File: src/rtl/sum_frame_accumulator.sv
`default_nettype none
// ============================================================================
// Module   : sum_frame_accumulator
// Purpose  : Accumulates COUNT adder sums per frame and hands the frame total
//            (with a sticky wrap flag) downstream over a valid/ready port.
// Revision : 1.0 - initial release
// ============================================================================
module sum_frame_accumulator #(
    parameter int DATA_W = 8,
    parameter int ACC_W  = 16,
    parameter int COUNT  = 4
) (
    input  logic              clk,
    input  logic              rst,
    input  logic              en,
    input  logic              clear,
    input  logic [DATA_W:0]   in_data,
    input  logic              in_valid,
    output logic              in_ready,
    output logic [ACC_W-1:0]  out_sum,
    output logic              out_ovf,
    output logic              out_valid,
    input  logic              out_ready
);

    localparam int                CNT_W    = $clog2(COUNT + 1);
    localparam logic [CNT_W-1:0]  LAST_CNT = CNT_W'(COUNT - 1);
    localparam logic [CNT_W-1:0]  CNT_ONE  = CNT_W'(1);

    typedef enum logic [1:0] {
        S_IDLE  = 2'd0,
        S_ACCUM = 2'd1,
        S_DONE  = 2'd2
    } state_t;

    state_t             state_q, state_d;
    logic [ACC_W-1:0]   acc_q, acc_d;
    logic [CNT_W-1:0]   cnt_q, cnt_d;
    logic               ovf_q, ovf_d;
    logic [ACC_W-1:0]   out_sum_q, out_sum_d;
    logic               out_ovf_q, out_ovf_d;
    logic               out_valid_q, out_valid_d;

    logic               w_beat;
    logic [ACC_W:0]     w_sum_ext;

    // Input is only offered while accumulating; DONE stalls upstream.
    assign in_ready  = (state_q == S_ACCUM) && en;
    assign w_beat    = in_valid && in_ready;

    // Top bit of the widened add is the wrap carry for this beat.
    assign w_sum_ext = {1'b0, acc_q} + {{(ACC_W - DATA_W){1'b0}}, in_data};

    always_comb begin
        state_d     = state_q;
        acc_d       = acc_q;
        cnt_d       = cnt_q;
        ovf_d       = ovf_q;
        out_sum_d   = out_sum_q;
        out_ovf_d   = out_ovf_q;
        out_valid_d = out_valid_q;

        if (clear) begin
            state_d     = S_IDLE;
            acc_d       = '0;
            cnt_d       = '0;
            ovf_d       = 1'b0;
            out_sum_d   = '0;
            out_ovf_d   = 1'b0;
            out_valid_d = 1'b0;
        end else begin
            unique case (state_q)
                S_IDLE: begin
                    if (en) begin
                        state_d = S_ACCUM;
                    end
                end

                S_ACCUM: begin
                    if (w_beat) begin
                        acc_d = w_sum_ext[ACC_W-1:0];
                        ovf_d = ovf_q | w_sum_ext[ACC_W];
                        cnt_d = cnt_q + CNT_ONE;
                        if (cnt_q == LAST_CNT) begin
                            out_sum_d   = w_sum_ext[ACC_W-1:0];
                            out_ovf_d   = ovf_q | w_sum_ext[ACC_W];
                            out_valid_d = 1'b1;
                            state_d     = S_DONE;
                        end
                    end
                end

                S_DONE: begin
                    // out_sum/out_ovf stay as last presented until the next frame ends.
                    if (out_valid_q && out_ready) begin
                        out_valid_d = 1'b0;
                        acc_d       = '0;
                        cnt_d       = '0;
                        ovf_d       = 1'b0;
                        state_d     = en ? S_ACCUM : S_IDLE;
                    end
                end

                default: begin
                    state_d = S_IDLE;
                end
            endcase
        end
    end

    always_ff @(posedge clk) begin
        if (rst) begin
            state_q     <= S_IDLE;
            acc_q       <= '0;
            cnt_q       <= '0;
            ovf_q       <= 1'b0;
            out_sum_q   <= '0;
            out_ovf_q   <= 1'b0;
            out_valid_q <= 1'b0;
        end else begin
            state_q     <= state_d;
            acc_q       <= acc_d;
            cnt_q       <= cnt_d;
            ovf_q       <= ovf_d;
            out_sum_q   <= out_sum_d;
            out_ovf_q   <= out_ovf_d;
            out_valid_q <= out_valid_d;
        end
    end

    assign out_sum   = out_sum_q;
    assign out_ovf   = out_ovf_q;
    assign out_valid = out_valid_q;

endmodule
`default_nettype wire

File: config.mk
export PLATFORM = sky130hd
export DESIGN_NAME = sum_frame_accumulator
export DESIGN_NICKNAME = d
export VERILOG_FILES = /design/src/rtl/sum_frame_accumulator.sv
export SDC_FILE = /design/constraint.sdc
export NUM_CORES = 1
export LEC_CHECK = 0
export BUFFER_PORTS_ARGS = -buffer_cell sky130_fd_sc_hd__buf_2
export CAP_MARGIN = 0
export CORE_ASPECT_RATIO = 0.5
export CORE_UTILIZATION = 58
export CTS_BUF_LIST = sky130_fd_sc_hd__clkbuf_2 sky130_fd_sc_hd__clkbuf_4 sky130_fd_sc_hd__clkbuf_8
export DETAILED_ROUTE_END_ITERATION = 10
export GPL_ROUTABILITY_DRIVEN = 0
export GPL_TIMING_DRIVEN = 0
export PLACE_DENSITY = 0.82
export SLEW_MARGIN = 20
export SYNTH_ARGS = -nofsm -noshare
export SYNTH_HDL_FRONTEND = slang
export SYNTH_SLANG_ARGS = --single-unit
File: constraint.sdc
create_clock -name clk -period 2.82 [get_ports clk]
set_input_delay 0 -clock clk [delete_from_list [all_inputs] [get_ports clk]]
set_output_delay 0 -clock clk [all_outputs]
set_load 0.005 [all_outputs]
==> out/metrics.csv, run 1 <==
stage,metric,value,unit
floorplanning,core area,3140,sq um
routing,via count,1897,
sta,final setup vio count,0,
cells_and_area,Area growth syn-to-layout,16.1,%
yosys,commonest cells in the netlist,"dfxtp_1, a21oi_1, nand2_1",
floorplanning,die height,43.6,um
clock_network,# H-tree levels,2,
setup_path,RR Startpoint,acc_q[0],
yosys,asr flop ratio synth,0,
setup_path,crit end category,register,
place,Placement Cell Area,2220,sq um
global_route,first-pass GRT wire length,8100,um
global_route,grt ovf,0,
setup_path,Critical Path AT,2.57,ns
yosys,Post-synth EDFFs,0,
sta,Fmax,417,MHz
sta,RSZ-0062 raised after global routing,false,
setup_path,critical path launch point type,register,
worst_hold_path,min-delay src,out_ready,
run,Max-Cap Viols,0,
routing,initial DRC count,147,
yosys,ys flop type,dfxtp_1,
outcome,status,finished clean,
sta,Worst Tran Pin Value,0.554,ns
global_route,GRT Total Usage,0.289,
sta,final hold vios,0,
yosys,Syn Nets,264,
yosys,syn_area_per_cell,8.45,sq um
cells_and_area,Non-Filler Instances,319,
yosys,top-count cell post-synth,dfxtp_1,
clock_network,clock-pin slew of the registers on the worst-case setup and hold paths,0.07,ns
routing,average via count per standard cell,5.95,
routing,number of remaining DRC errors,0,
floorplanning,I/O pin count,34,
yosys,Synth area leaders,"dfxtp_1, ha_1, a21oi_1, nand2_1, nand3_1",
yosys,Mapped Area,2000,sq um
yosys,Yosys top cell by area,dfxtp_1,
floorplanning,Die Wd,85.1,um
clock_network,cts repair resizes,0,
clock_network,Post-CTS Hold Buffers,1,
clock_network,CTS Buffer Depth,2,
cells_and_area,fillers,267,
place,number of buffers added on ports,33,
sta,Slew Limit Fails,0,
cells_and_area,nets,305,
setup_path,Critical Path RT,3.00,ns
clock_network,latest clock arrival within the worst-skew pair,0.29,ns
global_route,vias in the first global route,1751,
place,Place WS,0.562,ns
clock_network,CTS buffer count,5,
pwr,Peak VDD IR,262,uV
routing,Post-DRT Antenna Nets,0,
sta,Hold WS,0.0452,ns
yosys,#FFs+latches synth,40,
clock_network,CTS Sinks,40,
clock_network,total setup buffers inserted after CTS,0,
sta,crit path time final,2.40,ns
routing,drt pass-1 iters,5,
worst_hold_path,Worst Hold Class,in2reg,
setup_path,Reg2Reg Setup Slack,0.42,ns
yosys,Mapped Cells,237,
setup_path,worst-path fanout max,6,
sta,skew final,0.00252,ns
clock_network,CTS tree,built,
floorplanning,row count,14,
yosys,Yosys top cell area share,0.400,
routing,wire length per cell,15.5,um
floorplanning,Starting Density,0.639,
cells_and_area,antenna cells,0,
yosys,Synth cell types,39,
global_route,initial antenna violation count,0,
setup_path,WS Path Type,reg2reg,
floorplanning,Die ar.,3710,sq um
sta,final worst slack,0.422,ns
routing,total wire length,4940,um
place,placed cells,310,
yosys,Syn. warnings,0,
cells_and_area,layout cells sized above 1,0.183,
yosys,post-synthesis sequential area ratio,0.400,
sta,final period utilization,0.850,
sta,relative slew slack,0.630,
sta,Final TNS setup,0,ns
place,Detail Placement HPWL,3490,um
setup_path,crit path launch,acc_q[0],
global_route,largest net degree at the start of global routing,12,
clock_network,clk root buf,clkbuf_8,
pwr,Power Density,448,nW/um^2
cells_and_area,post-route cell area,2330,sq um
pwr,P_leak,1.00,nW
==> sequential cells by signal (all words and copies together), names as in the netlist <==
signal,flops
ovf_q,1
state_q,2
out_valid,1
cnt_q,3
out_ovf,1
acc_q,16
out_sum,16
==> kinds of logic (layout without fill, tap and decap cells) <==
kind of cell / count (synthesis) / count (layout) / synth area share
XOR/XNOR: 13 / 13 / 0.0568
adder cells (fa/ha/maj): 12 / 12 / 0.0787
AO/OA/AOI/OAI: 72 / 72 / 0.221
AND/OR/NAND/NOR: 84 / 84 / 0.204
flip-flops: 40 / 40 / 0.400
buffers and inverters: 16 / 58 / 0.0393
==> worst paths after layout <==
path | to | cells after the start
max | out_sum[14] | 8
min | state_q[1] | 4
max reg2reg | out_sum[14] | 8
min reg2reg | out_sum[3] | 2
==> critical path: stages, from the launching register on <==
cell,delay [ns]
dfxtp_1,0.31
ha_1,0.21
fa_1,0.42
a21o_1,0.21
a221oi_2,0.45
o21ai_2,0.18
nand3_1,0.17
xor2_1,0.23
a21oi_1,0.10
==> cells in the final DEF (no fill, tap or decap), types with 2 or more instances in the layout <==
master and instances:
clkbuf_8 6, and2_1 5, nand4_1 5, clkbuf_4 2, nand3_1 17, a22o_1 2, nor2_1 19, a31oi_1 9
clkbuf_1 7, buf_6 2, or3_1 3, ha_1 11, xor2_1 6, or4_1 2, a21o_1 5, o21ai_0 3
o22ai_1 2, and3_1 3, nor2b_1 2, buf_2 36, o21ai_1 12, o211a_1 2, dfxtp_1 40, a21oi_1 27
xnor2_1 7, nand2_1 25, inv_1 4
==> where the power goes <==
group	total, W	internal, W	switching [W]
clock network	0.000412	0.000219	0.000193
logic	0.0000643	0.0000252	0.0000391
registers	0.000567	0.000566	0.00000128
total	0.00104	0.000810	0.000233
==> layout make-up <==
| class | instances | area, sq um | share of cell area |
|---|---|---|---|
| Tap cell | 40 | 50.0 | 0.0215 |
| Sequential cell | 40 | 801 | 0.344 |
| Clock buffer | 8 | 97.6 | 0.0420 |
| Buffer | 12 | 63.8 | 0.0274 |
| Multi-Input combinational cell | 181 | 1120 | 0.483 |
| Inverter | 4 | 15.0 | 0.00646 |
| Timing Repair Buffer | 34 | 175 | 0.0753 |
==> per-stage QoR <==
| step | utilization | power (W) |
|---|---|---|
| floorplan | - | 0.000619 |
| global placement | 0.708 | 0.000640 |
| detailed placement | 0.708 | 0.000643 |
| CTS | 0.742 | 0.00105 |
| global route | 0.742 | 0.00108 |
| finish | 0.742 | 0.00104 |
==> per-layer routing <==
| metal | GRT usage | up-vias | wire (um) |
|---|---|---|---|
| met2 | 0.468 | 64 | 2240 |
| met3 | 0.101 | 8 | 336 |
| met5 | 0 | - | 0 |
| li1 | - | 933 | - |
| met1 | 0.376 | 892 | 2310 |
| met4 | 0.0780 | 0 | 49 |
Power figures use the tool's default switching activity.
==> inputs of run 2 (changes only) <==
- CELL_PAD_IN_SITES_DETAIL_PLACEMENT: unset -> 1
- CELL_PAD_IN_SITES_GLOBAL_PLACEMENT: unset -> 1
- CORE_UTILIZATION: 58 -> 43
- HOLD_SLACK_MARGIN: unset -> 0.08
- PLACE_DENSITY: 0.82 -> unset
- PLACE_DENSITY_LB_ADDON: unset -> 0.1
==> out/metrics.csv, run 2 (same netlist as run 1, synthesis figures left out) <==
stage,metric,value,unit,change
outcome,status,finished clean,,
pwr,P_leak,1.01,nW,+0.42%
setup_path,CP Cell Sequence,ha_1 -> fa_1 -> a21o_1 -> a221oi_2 -> o21ai_2 -> nand2_1 -> xor2_1 -> a21oi_1,,
routing,drt pass-1 iters,6,,+1
global_route,largest net degree at the start of global routing,12,,unchanged
cells_and_area,"Core Util, Final",0.530,,-0.212
routing,total wire length,5700,um,+15%
global_route,vias in the first global route,1963,,+12%
clock_network,# H-tree levels,2,,unchanged
routing,wire length per cell,16.9,um,+9.3%
cells_and_area,fillers,577,,+120%
setup_path,RR Startpoint,acc_q[0],,
routing,top routing layer in use,met4,,
sta,final period utilization,0.833,,-0.0174
pwr,Peak VDD IR,180,uV,-31%
clock_network,cts repair resizes,0,,unchanged
setup_path,Critical Path AT,2.54,ns,-0.03 ns
sta,RSZ-0062 raised after global routing,false,,
setup_path,critical path launch point type,register,,
floorplanning,Die ar.,4950,sq um,+34%
worst_hold_path,Hold Path Stages,4,,unchanged
pwr,Power Density,449,nW/um^2,+0.12%
global_route,GRT Total Usage,0.253,,-0.0364
sta,Slew Limit Fails,0,,unchanged
cells_and_area,multi-input logic area,1120,sq um,unchanged
clock_network,CTS Buffer Depth,2,,unchanged
cells_and_area,FF/Latch Area,801,sq um,unchanged
sta,final worst slack,0.471,ns,+0.0490 ns
routing,initial DRC count,66,,-55%
floorplanning,Starting Density,0.451,,-0.188
sta,skew final,0.0101,ns,+0.00755 ns
setup_path,FF-to-FF path depth,8,,unchanged
setup_path,WS Path Type,reg2reg,,
cells_and_area,post-route cell area,2360,sq um,+1.3%
routing,via count,1923,,+1.4%
floorplanning,core area,4450,sq um,+42%
sta,crit path time final,2.35,ns,-0.0490 ns
global_route,initial antenna violation count,0,,unchanged
routing,number of remaining DRC errors,0,,unchanged
clock_network,CTS tree,built,,
clock_network,latest clock arrival within the worst-skew pair,0.30,ns,about the same
cells_and_area,nets,306,,+0.33%
worst_hold_path,Worst Hold Class,in2reg,,
sta,final setup vio count,0,,unchanged
routing,WL met3,258,um,-23%
setup_path,Reg2Reg Setup Slack,0.47,ns,+0.05 ns
setup_path,Top Family by Delay on Critical Path,compound AO/OA/AOI/OAI gates,,
cells_and_area,"leading cell type in the layout, fill and taps excluded",dfxtp_1,,
setup_path,Critical Path RT,3.01,ns,about the same
setup_path,worst-path fanout max,6,,unchanged
clock_network,clk root buf,clkbuf_8,,
cells_and_area,Area growth syn-to-layout,17.7,%,
floorplanning,row count,17,,+3
clock_network,CTS buffer count,5,,unchanged
setup_path,crit end category,register,,
sta,Worst Tran Pin Value,0.589,ns,+0.0343 ns
setup_path,Reg2Reg Capture Point,out_sum[12],,
cells_and_area,layout cells sized above 1,0.182,,-0.000653
floorplanning,I/O pin count,34,,unchanged
global_route,grt ovf,0,,unchanged
cells_and_area,antenna cells,0,,unchanged
floorplanning,Die Wd,98.5,um,+16%
place,Detail Placement HPWL,4070,um,+17%
sta,relative slew slack,0.607,,-0.0229
place,Place WS,0.544,ns,-0.0179 ns
sta,Fmax,426,MHz,+2.1%
clock_network,clock-pin slew of the registers on the worst-case setup and hold paths,0.08,ns,about the same
setup_path,Buffers & Inverters on Critical Path,0,,unchanged
clock_network,CTS Sinks,40,,unchanged
cells_and_area,most frequent cells in the layout,"dfxtp_1, buf_2, a21oi_1",,
worst_hold_path,Hold Path Sink,out_sum[0],,
place,number of buffers added on ports,33,,unchanged
routing,average via count per standard cell,5.71,,-4.0%
sta,final hold vios,0,,unchanged
worst_hold_path,min-delay src,in_data[0],,
global_route,first-pass GRT wire length,9530,um,+18%
floorplanning,die height,50.3,um,+15%
run,Max-Cap Viols,0,,unchanged
place,Placement Cell Area,2240,sq um,+0.96%
routing,Metal-1 WL,2690,um,+16%
setup_path,largest stage delay on the critical path,0.43,ns,-0.02 ns
setup_path,CP max stage cell,fa_1,,
routing,WL met2,2730,um,+22%
routing,Post-DRT Antenna Nets,0,,unchanged
sta,Final TNS setup,0,ns,unchanged
-- run 2: cell count changes in the layout (fill, tap and decap cells not counted) --
| cell | delta |
|---|---|
| dlygate4sd3_1 | +1 |
-- run 2: per-layer routing --
layer	vias to the layer above	track usage
met4	0	0.0597
met1	941	0.315
met3	4	0.0501
met2	39	0.457
li1	939	-
met5	-	0
-- run 2: worst reg2reg max path: stages (launching register included) --
cell	delay, ns
dfxtp_1	0.32
ha_1	0.21
fa_1	0.43
a21o_1	0.21
a221oi_2	0.43
o21ai_2	0.18
nand2_1	0.21
xor2_1	0.16
a21oi_1	0.08
-- run 2: per-stage QoR --
stage / power [W] / hold slack, ns / std cells
2_1_floorplan: 0.000619 / 0.138 / 237
3_3_place_gp: 0.000642 / 0.239 / 327
3_5_place_dp: 0.000644 / 0.246 / 327
4_1_cts: 0.00106 / 0.132 / 337
5_1_grt: 0.00110 / 0.161 / 337
6_report: 0.00106 / 0.120 / 337
-- run 2: cell type report --
cell class / count / area share
clock buffer: 8 / 0.0414
sequential: 40 / 0.340
buffer: 12 / 0.0271
multi-input combinational: 181 / 0.477
tap: 57 / 0.0303
inverter: 4 / 0.00637
timing repair buffer: 35 / 0.0786
-- run 2: how the worst max path moves through the flow --
stage	startpoint	cells after the start	slack [ns]	endpoint
final	acc_q[0]	8	0.47	out_sum[12]
after global routing	acc_q[0]	8	0.32	out_sum[12]
after CTS	acc_q[0]	8	0.50	out_sum[12]
after detailed placement	acc_q[0]	8	0.54	out_sum[12]
after global placement	acc_q[0]	8	0.59	out_sum[12]
after floorplan	acc_q[0]	8	0.85	out_sum[12]
-- run 2: report_power, final --
part / total [W] / internal [W] / leakage (nW) / switching (W)
sequential: 0.000567 / 0.000566 / 0.322 / 0.00000121
combinational: 0.0000670 / 0.0000262 / 0.633 / 0.0000408
clock: 0.000424 / 0.000219 / 0.0523 / 0.000205
-- run 2: timing repair --
action                     CTS  global route
hold buffers                 2             0
hold endpoints to repair     2             0
buffers inserted             0             0
setup endpoints to repair    0             0
